[src/rtl/axi_reg_slice.sv]
// axi_reg_slice
//   Register slice for a single AXI valid/ready channel (AW/W/AR/R/B).
//   MODE selects which timing paths are broken between the master-side
//   (upstream) and slave-side (downstream) interfaces:
//     0 = bypass      : wires only, no state
//     1 = forward     : valid/data registered (output register)
//     2 = backward    : ready registered (skid register)
//     3 = full        : output register + skid register, no comb path
//   Every mode keeps beat order, never drops or duplicates a beat and
//   sustains one beat per cycle.
//
// Ports
//   clk      in   clock, all state on rising edge
//   rst_n    in   asynchronous active-low reset
//   m_data   in   [DW] upstream payload
//   m_valid  in   upstream beat valid
//   m_ready  out  slice accepts the upstream beat
//   s_data   out  [DW] downstream payload
//   s_valid  out  downstream beat valid
//   s_ready  in   downstream accepts the beat
//   fill     out  [2] beats currently held in slice registers (0..2)
module axi_reg_slice #(
  parameter int DW   = 64,
  parameter int MODE = 3
) (
  input  logic          clk,
  input  logic          rst_n,
  input  logic [DW-1:0] m_data,
  input  logic          m_valid,
  output logic          m_ready,
  output logic [DW-1:0] s_data,
  output logic          s_valid,
  input  logic          s_ready,
  output logic [1:0]    fill
);

  generate
    if (DW < 1) begin : g_bad_dw
      $error("axi_reg_slice: DW must be >= 1");
    end

    if (MODE == 0) begin : g_bypass
      // Pure wires; clock and reset have no role here.
      logic w_unused;
      assign w_unused = &{1'b0, clk, rst_n};

      assign s_data  = m_data;
      assign s_valid = m_valid;
      assign m_ready = s_ready;
      assign fill    = 2'd0;

    end else if (MODE == 1) begin : g_forward
      logic [DW-1:0] r_or;
      logic          r_ov;
      logic          w_push;

      // Register may refill in the same cycle it is drained.
      assign m_ready = ~r_ov | s_ready;
      assign w_push  = m_valid & m_ready;

      always_ff @(posedge clk or negedge rst_n) begin
        if (!rst_n) begin
          r_or <= '0;
          r_ov <= 1'b0;
        end else if (w_push) begin
          r_or <= m_data;
          r_ov <= 1'b1;
        end else if (s_ready) begin
          r_ov <= 1'b0;
        end
      end

      assign s_data  = r_or;
      assign s_valid = r_ov;
      assign fill    = {1'b0, r_ov};

    end else if (MODE == 2) begin : g_backward
      logic [DW-1:0] r_sr;
      logic          r_sv;

      // Capture a beat only when it was accepted (m_ready=~SV) but the
      // downstream refused it; the skid register is never overwritten
      // while occupied because m_ready is low then.
      always_ff @(posedge clk or negedge rst_n) begin
        if (!rst_n) begin
          r_sr <= '0;
          r_sv <= 1'b0;
        end else if (m_valid && !r_sv && !s_ready) begin
          r_sr <= m_data;
          r_sv <= 1'b1;
        end else if (r_sv && s_ready) begin
          r_sv <= 1'b0;
        end
      end

      assign m_ready = ~r_sv;
      // The upstream valid flows straight through, so it is masked while
      // reset is asserted to present an idle channel immediately.
      assign s_valid = rst_n & (m_valid | r_sv);
      assign s_data  = r_sv ? r_sr : m_data;
      assign fill    = {1'b0, r_sv};

    end else if (MODE == 3) begin : g_full
      logic [DW-1:0] r_or;
      logic          r_ov;
      logic [DW-1:0] r_sr;
      logic          r_sv;
      logic          w_acc;
      logic          w_pop;

      assign w_acc = m_valid & ~r_sv;
      assign w_pop = r_ov & s_ready;

      // SV=1 implies OV=1, so the !OV branch never sees a held skid beat.
      always_ff @(posedge clk or negedge rst_n) begin
        if (!rst_n) begin
          r_or <= '0;
          r_ov <= 1'b0;
          r_sr <= '0;
          r_sv <= 1'b0;
        end else if (!r_ov) begin
          if (w_acc) begin
            r_or <= m_data;
            r_ov <= 1'b1;
          end
        end else if (w_pop) begin
          if (r_sv) begin
            // Oldest pending beat advances; upstream is stalled this cycle.
            r_or <= r_sr;
            r_sv <= 1'b0;
          end else if (w_acc) begin
            r_or <= m_data;
          end else begin
            r_ov <= 1'b0;
          end
        end else if (w_acc) begin
          r_sr <= m_data;
          r_sv <= 1'b1;
        end
      end

      assign m_ready = ~r_sv;
      assign s_valid = r_ov;
      assign s_data  = r_or;
      assign fill    = {1'b0, r_ov} + {1'b0, r_sv};

    end else begin : g_bad_mode
      $error("axi_reg_slice: MODE must be 0..3");
    end
  endgenerate

endmodule
[config.mk]
export PLATFORM = sky130hd
export DESIGN_NAME = axi_reg_slice
export DESIGN_NICKNAME = d
export VERILOG_FILES = /design/src/rtl/axi_reg_slice.sv
export SDC_FILE = /design/constraint.sdc
export NUM_CORES = 1
export LEC_CHECK = 0
export BUFFER_PORTS_ARGS = -buffer_cell sky130_fd_sc_hd__clkbuf_2
export CORE_MARGIN = 1.5
export CORE_UTILIZATION = 30
export CTS_BUF_LIST = sky130_fd_sc_hd__clkbuf_4
export DETAILED_ROUTE_END_ITERATION = 8
export GPL_TIMING_DRIVEN = 0
export PLACE_DENSITY = 0.57
export SLEW_MARGIN = 20
export SYNTH_ARGS = -nofsm -noshare
export SYNTH_HDL_FRONTEND = slang
export SYNTH_SLANG_ARGS = --single-unit
[constraint.sdc]
create_clock -name clk -period 1.8 [get_ports clk]
set_clock_uncertainty 0.2 [all_clocks]
set_input_delay 0.36 -clock clk [delete_from_list [all_inputs] [get_ports clk]]
set_output_delay 0.36 -clock clk [all_outputs]
set_load 0.005 [all_outputs]
=== Word level (Yosys, flattened, before mapping) ===
Index checks and enable logic that the tools add are counted.

* Add/sub/neg operators: 1
* Eq/ne operators: 1
* Multiplexer cells: 10
* Bitwise logic cells: 4
* Reduce and logical (&&, ||, !) cells: 3

{| class="wikitable"
|+ Operators with widths
! operator !! count
|-
| $mux W64 || 4
|-
| $mux W1 || 6
|-
| $reduce_and A3 Y1 || 1
|-
| $add A1 B1 Y2 || 1
|-
| $and A1 B1 Y1 || 2
|-
| $ne A2 B1 Y1 const B || 1
|-
| $not A1 Y1 || 2
|-
| $reduce_and A2 Y1 || 1
|-
| $reduce_bool A2 Y1 || 1
|}

* Register bits after elaboration: 130
* Logic and storage cells: 23

=== Logic depth before layout (Yosys ltp) ===
Gate-level depths: netlist of the first run.

* Depth in word-level cells: 6
* Depth in mapped cells: 5
* Mapped depth without buffers: 3

=== Worst setup path after synthesis of the first run ===
Ideal clock, no wire load.

* Path type: register -> register
* Start point: register g_full.r_ov (netlist: s_valid)
* End point: register g_full.r_sr[53]
* Data arrival time: 1.426 ns
* Setup slack: 0.049 ns
* Cell stages (with the launch flop): 5
* Buffers on the path: 1
* Clock period less this slack: 1.751 ns
* Cell sequence: dfrtp_1 -> nand2_1 -> nor3_4 -> buf_6 -> mux2_2

* Longest elaborated chain between the ends: 3

{| class="wikitable"
|+ RTL lines
! item !! RTL line !! RTL
|-
| from (decl) || 105 || <nowiki>logic r_ov;</nowiki>
|-
| from (signal assigned) || 118 || <nowiki>r_ov <= 1'b0;</nowiki>
|-
| from (signal assigned) || 124 || <nowiki>r_ov <= 1'b1;</nowiki>
|-
| from (signal assigned) || 134 || <nowiki>r_ov <= 1'b0;</nowiki>
|-
| $and A1 B1 Y1 || 112 || <nowiki>assign w_pop = r_ov & s_ready;</nowiki>
|-
| $not A1 Y1 (no source line) || n/a ||
|-
| $reduce_and A3 Y1 (no source line) (*) || n/a ||
|-
| to (signal assigned) || 137 || <nowiki>r_sr <= m_data;</nowiki>
|-
| to (decl) || 106 || <nowiki>logic [DW-1:0] r_sr;</nowiki>
|}

Mark *: on every way between the ends. The rest lies on a longest branch, timed or not.
A chain may end at the register's enable or synchronous reset.

=== Worst setup path in the final report of the first run ===
* Start point: register g_full.r_sv
* End point: register g_full.r_sr[23]

* Longest elaborated chain between the ends: 3

{| class="wikitable"
|+ RTL lines
! item !! RTL line !! RTL
|-
| from (decl) || 107 || <nowiki>logic r_sv;</nowiki>
|-
| from (signal assigned) || 120 || <nowiki>r_sv <= 1'b0;</nowiki>
|-
| from (signal assigned) || 130 || <nowiki>r_sv <= 1'b0;</nowiki>
|-
| from (signal assigned) || 138 || <nowiki>r_sv <= 1'b1;</nowiki>
|-
| $not A1 Y1 || 111 || <nowiki>assign w_acc = m_valid & ~r_sv;</nowiki>
|-
| $and A1 B1 Y1 || 111 ||
|-
| $reduce_and A3 Y1 (no source line) || n/a ||
|}

No other way between the ends.

==> flow_metrics.py, run 1 <==
metrics = {
    "synth": {
        "synth_cell_types": 18,
        "synth-compound-area-share_pct": 18.8,
        "synthesis.nets": 435,
        "syn_avg_cell_area_sq_um": 14.2,
        "syn_inst": 366,
        "netlist_area_sq_mm": 0.00520,
        "yosys-top-cells-count": "dfrtp_1, o22ai_1, a2bb2oi_1, mux2_2, buf_2",
        "yosysMostFrequentCell": "dfrtp_1",
        "ys_seq_elements": 130,
        "ys_async_sr_fraction_pct": 100,
        "yosysTopAreaCellShare_pct": 62.6,
        "yosysSeqAreaShare_pct": 62.6,
        "synth_simple_gate_area_share_pct": 0.794,
        "synth_xor_area_share_pct": 0,
        "synth-edff-count": 0,
        "synth_fa_ha_area_share_pct": 0.241,
        "synth_top_cell_by_area": "dfrtp_1",
        "synth_mux_area_share_pct": 13.9,
        "ys.flop_type": "dfrtp_1",
        "synthTopCellsByArea": "dfrtp_1, mux2_2, a2bb2oi_1, o22ai_1, mux2_1",
        "synth_top_family_by_area": "compound AO/OA/AOI/OAI gates",
        "yosys_warnings": 0,
    },
    "clock_tree": {
        "root_buffer": "clkbuf_4",
        "cts_sinks": 130,
        "cts_max_level": 4,
        "clkLatencyLatePin_ns": 0.54,
        "cts_buffers": 17,
        "cts_buffer_depth": 2,
        "cts_tree": "yes",
        "cts.clk_slew.worst_paths_ns": 0.12,
    },
    "sta": {
        "finalCritPeriodShare_pct": 108,
        "slew_headroom_pct": 63.9,
        "worst_slew_pin_slew_ns": 0.541,
        "rsz0062_at_grt": "true",
        "timing.fmax_mhz": 513,
        "report.final.slew_viol_count": 0,
        "hold_violations": 0,
        "setup_viol_count_final": 66,
        "fin_crit_ns": 1.95,
        "final.setup.worst_slack_ns": -0.151,
    },
    "layout": {
        "fill_cells": 1540,
        "drive_gt1_share_pct": 49.5,
        "final_area_sq_mm": 0.00790,
        "insertedDiodeCount": 0,
        "syn_to_final_growth_pct": 51.9,
        "fin_nets": 672,
        "final_core_util_pct": 47.1,
    },
    "outcome": {
        "status": "complete, but fails checks",
        "violations": "negative setup slack",
    },
    "worst_setup_path": {
        "end_kind": "flop",
        "critPathKind": "flop to flop",
        "r2r_start": "g_full.r_sv$_DFFE_PN0P_",
        "r2r_cells": 6,
        "arrival_ns": 2.18,
        "crit_path_max_incr_delay_ns": 0.45,
        "cp_common_cell": "buf_4",
        "crit_path_start_kind": "flop",
        "path_cells": "buf_4, buf_4, nor3_4, buf_8, clkbuf_16, mux2_2",
        "critPathRequiredTime_ns": 2.03,
        "r2r-end": "g_full.r_sr[23]$_DFFE_PN0P_",
        "crit_start": "g_full.r_sv$_DFFE_PN0P_",
        "crit_fanout": 6,
        "critPathSlowestCell": "dfrtp_2",
        "reg2reg_slack_ns": -0.15,
    },
    "floorplan": {
        "fp.dieH_microns": 135,
        "die_w_microns": 135,
        "row_count": 47,
        "pin_count": 136,
        "coreArea_sq_mm": 0.0168,
        "start_util_pct": 31.0,
        "die_area_sq_mm": 0.0181,
    },
    "global_routing": {
        "grt_pass1_wl_microns": 22900,
        "grt-ovfl-total": 0,
        "met1_usage_pct": 22.0,
        "grt.busiest_layer": "met2",
        "grt_max_degree": 71,
        "use_met2_pct": 25.8,
        "grt_pass1_vias": 4306,
        "antenna_found_initial": 0,
        "grtUsageTotal_pct": 16.4,
        "use_met3_pct": 4.35,
    },
    "routing": {
        "drt-total-wl_microns": 14800,
        "drt-pass1-iter-count": 4,
        "via_per_inst": 4.93,
        "drtIter0Drc": 116,
        "ant_nets": 0,
        "drc": 0,
        "wire_per_inst_microns": 17.7,
        "vias": 4119,
    },
    "place": {
        "dpl.hpwl_microns": 9020,
        "dpl-instance-area_sq_mm": 0.00619,
        "io_buffers": 135,
        "gp_congestion": 0.722,
    },
    "power": {
        "p_leak_nw": 3.55,
        "ir_drop_v": 0.000633,
        "power_density_mw_per_mm2": 1740,
        "power.total_mw": 13.7,
    },
    "job": {
        "drv_cap": 0,
    },
    "hold_path": {
        "min_path_type": "input pin to asynchronous set/reset pin",
    },
}
==> routing by layer <==
layer / share of wire [%] / vias to the layer above
met3: 3.9 / 17
met4: 1.3 / 0
met1: 48 / 2094
met5: 0 / -
li1: - / 1910
met2: 47 / 98
==> worst max-delay path by stage <==
| stage | to | slack [ns] | depth (start not counted) |
|---|---|---|---|
| final | g_full.r_sr[23]$_DFFE_PN0P_ | -0.15 | 6 |
| after global routing | g_full.r_sr[15]$_DFFE_PN0P_ | -0.20 | 6 |
| after CTS | fill[0] | -0.18 | 2 |
| after detailed placement | g_full.r_sr[36]$_DFFE_PN0P_ | -0.38 | 5 |
| after global placement | s_data[12]$_DFFE_PN0P_ | -1.85 | 1 |
| after floorplan | g_full.r_sr[53]$_DFFE_PN0P_ | 0.05 | 4 |
==> what timing repair did <==
action                                 4_1_cts  5_1_grt
endpoints found under the hold margin      200        0
buffers inserted                             8        1
pin swaps                                    3        2
resized for setup                           65       72
cloned                                       0        7
hold buffers                                67        0
setup endpoints to repair                  128      129
==> cell families (layout without fill, tap and decap cells) <==
group | Yosys count | after routing
simple gates | 6 | 6
mux | 64 | 64
compound gates | 130 | 130
flops | 130 | 130
fa+ha+maj | 1 | 1
buf+inv | 35 | 285
==> worst max-delay path, delay by kind of cell, from the launching register on <==
family,cells,cell delay (ns)
buffers and inverters,4,0.66
flip-flops,1,0.45
multiplexers,1,0.32
AND/OR/NAND/NOR,1,0.21
==> per-stage QoR <==
stage                     instances  setup WS [ns]  hold slack, ns  TNS, ns
after global routing            836         -0.197           0.128   -10.57
final                           836         -0.151           0.122    -6.97
after detailed placement        722         -0.378           0.176   -28.24
after floorplan                 366         0.0494          -0.136        0
after global placement          721          -1.85           0.267  -262.24
after CTS                       829         -0.182           0.102    -7.16
==> cell type report <==
class	count	area, sq um	share of cell area [%]
tap	220	275	3.48
buffer	34	354	4.48
clock buffer	19	143	1.81
sequential	130	3260	41.2
inverter	1	3.75	0.0475
clock inverter	13	143	1.81
timing repair buffer	218	1690	21.4
multi-input combinational	201	2040	25.8
==> registers in the layout, summed over array words and instances, names as in the netlist <==
signal       count
g_full.r_sv      1
s_valid          1
s_data          64
g_full.r_sr     64
==> report_power, final <==
| part | switching [mW] | internal, mW |
|---|---|---|
| Clock | 1.07 | 0.968 |
| Sequential | 0.911 | 4.44 |
| Combinational | 2.55 | 3.79 |
| Total | 4.53 | 9.20 |
==> cell usage in the layout (no fill, tap or decap), drive strengths merged <==
cell type,Yosys,routed
inv,1,1
nand2,2,2
a21boi,1,1
o22ai,64,64
dfrtp,130,130
mux2,64,64
clkbuf,4,168
o2bb2a,1,1
clkinv,0,8
a2bb2oi,63,63
dlygate4sd3,0,67
bufinv,0,3
ha,1,1
nor3,1,1
a22oi,1,1
buf,30,36
nand2b,2,2
clkinvlp,0,2
nand3,1,1
Note: power is estimated with default switching activity, not from simulation.
==> run 2: changes to the inputs <==
- CELL_PAD_IN_SITES_DETAIL_PLACEMENT: not set -> 1
- CELL_PAD_IN_SITES_GLOBAL_PLACEMENT: not set -> 1
- PLACE_DENSITY: 0.57 -> 0.67
==> flow_metrics.py, run 2 (synthesis results as in run 1) <==
metrics = {
    "outcome": {
        "status": "complete, but fails checks",
        "violations": "negative setup slack",
    },
    "routing": {
        "vias": 4240,
        "drtIter0Drc": 169,
        "drt-total-wl_microns": 17000,
        "drt-pass1-iter-count": 4,
        "wire_per_inst_microns": 20.3,
        "via_per_inst": 5.06,
        "ant_nets": 0,
        "drc": 0,
    },
    "worst_setup_path": {
        "r2r_start": "s_valid$_DFF_PN0_",
        "reg2reg_slack_ns": -0.10,
        "r2r-end": "g_full.r_sr[1]$_DFFE_PN0P_",
        "r2r_cells": 6,
        "crit_fanout": 3,
        "critPathRequiredTime_ns": 1.24,
        "arrival_ns": 1.38,
        "crit_path_start_kind": "flop",
        "critPathKind": "flop to primary output",
        "end_kind": "primary output",
    },
    "sta": {
        "worst_slew_pin_slew_ns": 0.722,
        "report.final.slew_viol_count": 0,
        "finalCritPeriodShare_pct": 108,
        "slew_headroom_pct": 51.8,
        "rsz0062_at_grt": "true",
        "final.setup.worst_slack_ns": -0.139,
        "timing.fmax_mhz": 516,
        "setup_viol_count_final": 67,
        "fin_crit_ns": 1.94,
        "hold_violations": 0,
    },
    "floorplan": {
        "pin_count": 136,
        "die_area_sq_mm": 0.0181,
        "coreArea_sq_mm": 0.0168,
        "start_util_pct": 31.0,
        "fp.dieH_microns": 135,
        "die_w_microns": 135,
        "row_count": 47,
    },
    "layout": {
        "final_core_util_pct": 48.8,
        "insertedDiodeCount": 0,
        "final_area_sq_mm": 0.00818,
        "seqCellArea_sq_mm": 0.00326,
        "syn_to_final_growth_pct": 57.3,
        "final_common_cell": "clkbuf_2",
        "multiInputGateArea_sq_mm": 0.00232,
        "final_cell_count_no_fill": 838,
        "layout_common_cells": "clkbuf_2, dfrtp_1, dlygate4sd3_1, o22ai_1, mux2_4",
        "fin_nets": 674,
        "drive_gt1_share_pct": 54.0,
        "fill_cells": 1738,
    },
    "global_routing": {
        "grtUsageTotal_pct": 17.3,
        "grt_pass1_vias": 4591,
        "antenna_found_initial": 0,
        "grt_pass1_wl_microns": 24400,
        "grt-ovfl-total": 0,
        "grt_max_degree": 71,
    },
    "job": {
        "drv_cap": 0,
    },
    "place": {
        "dpl.hpwl_microns": 9480,
        "gp_congestion": 0.736,
        "io_buffers": 135,
        "dpl.cell_count": 722,
        "dpl-instance-area_sq_mm": 0.00619,
        "dp_slack_ns": -0.343,
    },
    "power": {
        "ir_drop_v": 0.000767,
        "power.total_mw": 14.9,
        "power_frac_seq_pct": 36.8,
        "pwr-share-clk_pct": 13.2,
        "p_sw_mw": 5.07,
        "power_density_mw_per_mm2": 1820,
        "p_leak_nw": 3.69,
        "internal_power_mw": 9.83,
        "swShare_pct": 34.0,
        "power_frac_comb_pct": 50.0,
    },
    "clock_tree": {
        "cts_sinks": 130,
        "clkLatencyLatePin_ns": 0.55,
        "cts.clk_slew.worst_paths_ns": 0.13,
        "cts_buffer_depth": 2,
        "root_buffer": "clkbuf_4",
        "cts_max_level": 4,
        "cts_tree": "yes",
        "cts_buffers": 17,
    },
    "hold_path": {
        "min_path_type": "input pin to asynchronous set/reset pin",
    },
}
run 2: cell types whose count changed in the layout (fill, tap and decap cells not counted), sizes merged:
cell	delta
buf	+6
bufinv	-1
clkbuf	-2
clkinv	-1
dlygate4sd3	-1
dlymetal6s4s	+1
run 2: how the worst max path moves through the flow:
| stage | to | cells after the start | start |
|---|---|---|---|
| after CTS | fill[0] | 2 | s_valid$_DFF_PN0_ |
| after global routing | fill[0] | 2 | s_valid$_DFF_PN0_ |
| final | fill[0] | 2 | s_valid$_DFF_PN0_ |
| after floorplan | g_full.r_sr[53]$_DFFE_PN0P_ | 4 | s_valid$_DFF_PN0_ |
| after detailed placement | g_full.r_sr[36]$_DFFE_PN0P_ | 4 | s_valid$_DFF_PN0_ |
| after global placement | s_data[9]$_DFFE_PN0P_ | 1 | rst_n |
run 2: area by class of cell:
type | count | share of cell area [%]
Inverter | 1 | 0.0765
Clock inverter | 11 | 1.39
Tap cell | 220 | 3.36
Clock buffer | 21 | 1.93
Multi-Input combinational cell | 201 | 28.3
Buffer | 34 | 4.65
Timing Repair Buffer | 220 | 20.5
Sequential cell | 130 | 39.8
run 2: power groups by stage:
stage,clock network (mW),registers (mW),logic [mW]
final,1.96,5.49,7.45
after floorplan,0,5.21,3.05
after global placement,0,5.27,4.69
after CTS,2.03,5.32,5.58
after global routing,2.17,5.67,7.95
after detailed placement,0,5.36,4.87
run 2: critical path, stage by stage, from the launching register on:
cell,delay (ns)
dfrtp_2,0.47
ha_4,0.25
buf_6,0.11
run 2: metrics by stage:
stage               TNS, ns  hold slack, ns
global placement    -262.43           0.268
finish                -4.77           0.146
global route          -8.33           0.143
CTS                   -6.79           0.110
detailed placement   -27.00           0.174
floorplan                 0          -0.136
run 2: layer usage:
metal	wire (microns)	global-route usage [%]	vias to the layer above
met5	0	0	-
met1	7680	22.6	2216
li1	-	-	1903
met4	282	4.90	0
met3	554	4.73	19
met2	8500	28.1	102
run 2: what timing repair did:
| item | 4_1_cts | 5_1_grt |
|---|---|---|
| pin swaps | 2 | 3 |
| hold buffers | 67 | 0 |
| hold endpoints to repair | 207 | 0 |
| endpoints found under the setup margin | 127 | 128 |
| cloned | 1 | 7 |
| setup buffers | 7 | 2 |
| gates resized for setup | 62 | 126 |
==> run 3: changes to the inputs <==
- CORE_ASPECT_RATIO: not set -> 1.2
- CORE_UTILIZATION: 30 -> 40
- PLACE_DENSITY: 0.67 -> 0.84
- SLEW_MARGIN: 20 -> 15
==> flow_metrics.py, run 3 (synthesis results as in run 1) <==
metrics = {
    "outcome": {
        "status": "complete, but fails checks",
        "violations": "negative setup slack",
    },
    "clock_tree": {
        "cts_max_level": 4,
        "cts.clk_slew.worst_paths_ns": 0.12,
        "cts_tree": "yes",
        "cts_buffers": 17,
        "root_buffer": "clkbuf_4",
        "clkLatencyLatePin_ns": 0.54,
        "cts_buffer_depth": 2,
        "cts_sinks": 130,
    },
    "hold_path": {
        "min_path_type": "input pin to asynchronous set/reset pin",
    },
    "sta": {
        "setup_viol_count_final": 69,
        "fin_crit_ns": 1.99,
        "slew_headroom_pct": 60.1,
        "report.final.slew_viol_count": 0,
        "worst_slew_pin_slew_ns": 0.598,
        "timing.fmax_mhz": 502,
        "finalCritPeriodShare_pct": 111,
        "hold_violations": 0,
        "final.setup.worst_slack_ns": -0.194,
        "rsz0062_at_grt": "true",
    },
    "layout": {
        "layout_common_cells": "clkbuf_2, dfrtp_1, dlygate4sd3_1, o22ai_1, mux2_2",
        "fin_nets": 679,
        "final_cell_count_no_fill": 789,
        "syn_to_final_growth_pct": 53.8,
        "drive_gt1_share_pct": 55.0,
        "final_common_cell": "clkbuf_2",
    },
    "worst_setup_path": {
        "critPathBufInv": 1,
        "path_cells": "ha_4, buf_6",
        "crit_path_max_incr_delay_ns": 0.49,
        "cp.depth": 2,
        "critPathKind": "flop to primary output",
        "endpoint": "fill[0]",
        "r2r_cells": 7,
        "crit_path_start_kind": "flop",
        "reg2reg_slack_ns": -0.18,
        "crit_start": "g_full.r_sv$_DFFE_PN0P_",
        "critPathSlowestCell": "dfrtp_2",
        "end_kind": "primary output",
        "r2r_start": "g_full.r_sv$_DFFE_PN0P_",
        "critical_path.top_delay_family": "flip-flops",
        "r2r-end": "g_full.r_sr[58]$_DFFE_PN0P_",
        "arrival_ns": 1.43,
        "critPathRequiredTime_ns": 1.24,
        "crit_fanout": 5,
    },
    "job": {
        "drv_cap": 0,
    },
    "power": {
        "power.total_mw": 14.4,
        "power_frac_seq_pct": 38.8,
        "p_leak_nw": 3.58,
        "power_density_mw_per_mm2": 1800,
        "swShare_pct": 37.0,
        "internal_power_mw": 9.05,
        "power_frac_comb_pct": 49.4,
        "p_sw_mw": 5.32,
        "ir_drop_v": 0.000775,
        "pwr-share-clk_pct": 11.8,
    },
    "routing": {
        "drc": 0,
        "vias": 4352,
        "via_per_inst": 5.52,
        "drtIter0Drc": 146,
        "drt-total-wl_microns": 18800,
        "drt-pass1-iter-count": 4,
        "wire_per_inst_microns": 23.8,
        "ant_nets": 0,
    },
    "global_routing": {
        "grt-ovfl-total": 0,
        "antenna_found_initial": 3,
        "grt_pass1_wl_microns": 26100,
        "grt_pass1_vias": 4828,
        "grt_max_degree": 72,
        "grtUsageTotal_pct": 25.1,
    },
    "floorplan": {
        "coreArea_sq_mm": 0.0127,
        "die_w_microns": 107,
        "row_count": 45,
        "die_area_sq_mm": 0.0137,
        "start_util_pct": 41.0,
        "pin_count": 136,
        "fp.dieH_microns": 128,
    },
    "place": {
        "io_buffers": 135,
        "gp_congestion": 0.733,
        "dpl.cell_count": 666,
        "dpl.hpwl_microns": 9560,
    },
}
run 3: routing by layer:
layer  global-route usage (%)  routed length [microns]  share of wire [%]  vias up
li1                         -                        -                  -     1915
met1                     29.7                     7290                 39     2248
met2                     44.1                     9970                 53      138
met3                     4.58                      682                3.6       51
met4                     11.6                      864                4.6        0
met5                        0                        0                  0        -
run 3: repair_timing:
item	in CTS	in global routing
pin swaps	2	2
endpoints found under the setup margin	127	128
gates resized for setup	51	120
buffers inserted	10	6
cloned	4	4
endpoints found under the hold margin	196	0
hold buffers	67	0
run 3: power by group through the flow:
stage,Sequential (mW),Combinational [mW],Clock (mW)
after global routing,5.72,7.52,1.88
after CTS,5.35,5.46,1.70
after floorplan,5.21,3.05,0
final,5.58,7.10,1.70
after global placement,5.25,4.63,0
after detailed placement,5.39,4.87,0
run 3: final cells by class:
| cell class | count | area, sq um |
|---|---|---|
| sequential | 130 | 3260 |
| antenna | 3 | 7.51 |
| timing repair buffer | 227 | 1770 |
| tap | 164 | 205 |
| multi-input combinational | 201 | 2190 |
| clock inverter | 14 | 95.1 |
| buffer | 32 | 348 |
| inverter | 1 | 3.75 |
| fill | 1249 | 4670 |
| clock buffer | 17 | 128 |
run 3: worst register-to-register path, cell delays in order, from the launching register on:
cell,delay [ns]
dfrtp_2,0.49
buf_4,0.16
buf_6,0.11
nor3_4,0.17
buf_8,0.19
buf_12,0.13
buf_16,0.11
mux2_2,0.33
run 3: metrics by stage:
stage / worst slack (ns) / setup TNS, ns / hold slack, ns / util, % / instance area (sq um)
floorplan: 0.0494 / 0 / -0.136 / - / 5200
global placement: -1.78 / -247.60 / 0.268 / 48.0 / 6080
detailed placement: -0.302 / -23.23 / 0.215 / 48.3 / 6120
CTS: -0.165 / -2.46 / 0.170 / 57.8 / 7320
global route: -0.238 / -11.45 / 0.155 / 63.1 / 8000
finish: -0.194 / -8.44 / 0.167 / 63.1 / 8000
run 3: worst min path at each step:
stage / start / to / slack, ns / cells past startpoint
final: rst_n / s_data[60]$_DFFE_PN0P_ / 0.17 / 2
after global routing: rst_n / s_data[60]$_DFFE_PN0P_ / 0.15 / 2
after CTS: rst_n / s_data[60]$_DFFE_PN0P_ / 0.17 / 2
after detailed placement: rst_n / g_full.r_sr[60]$_DFFE_PN0P_ / 0.22 / 1
after global placement: g_full.r_sr[4]$_DFFE_PN0P_ / g_full.r_sr[4]$_DFFE_PN0P_ / 0.27 / 1
after floorplan: rst_n / g_full.r_sr[0]$_DFFE_PN0P_ / -0.14 / 0
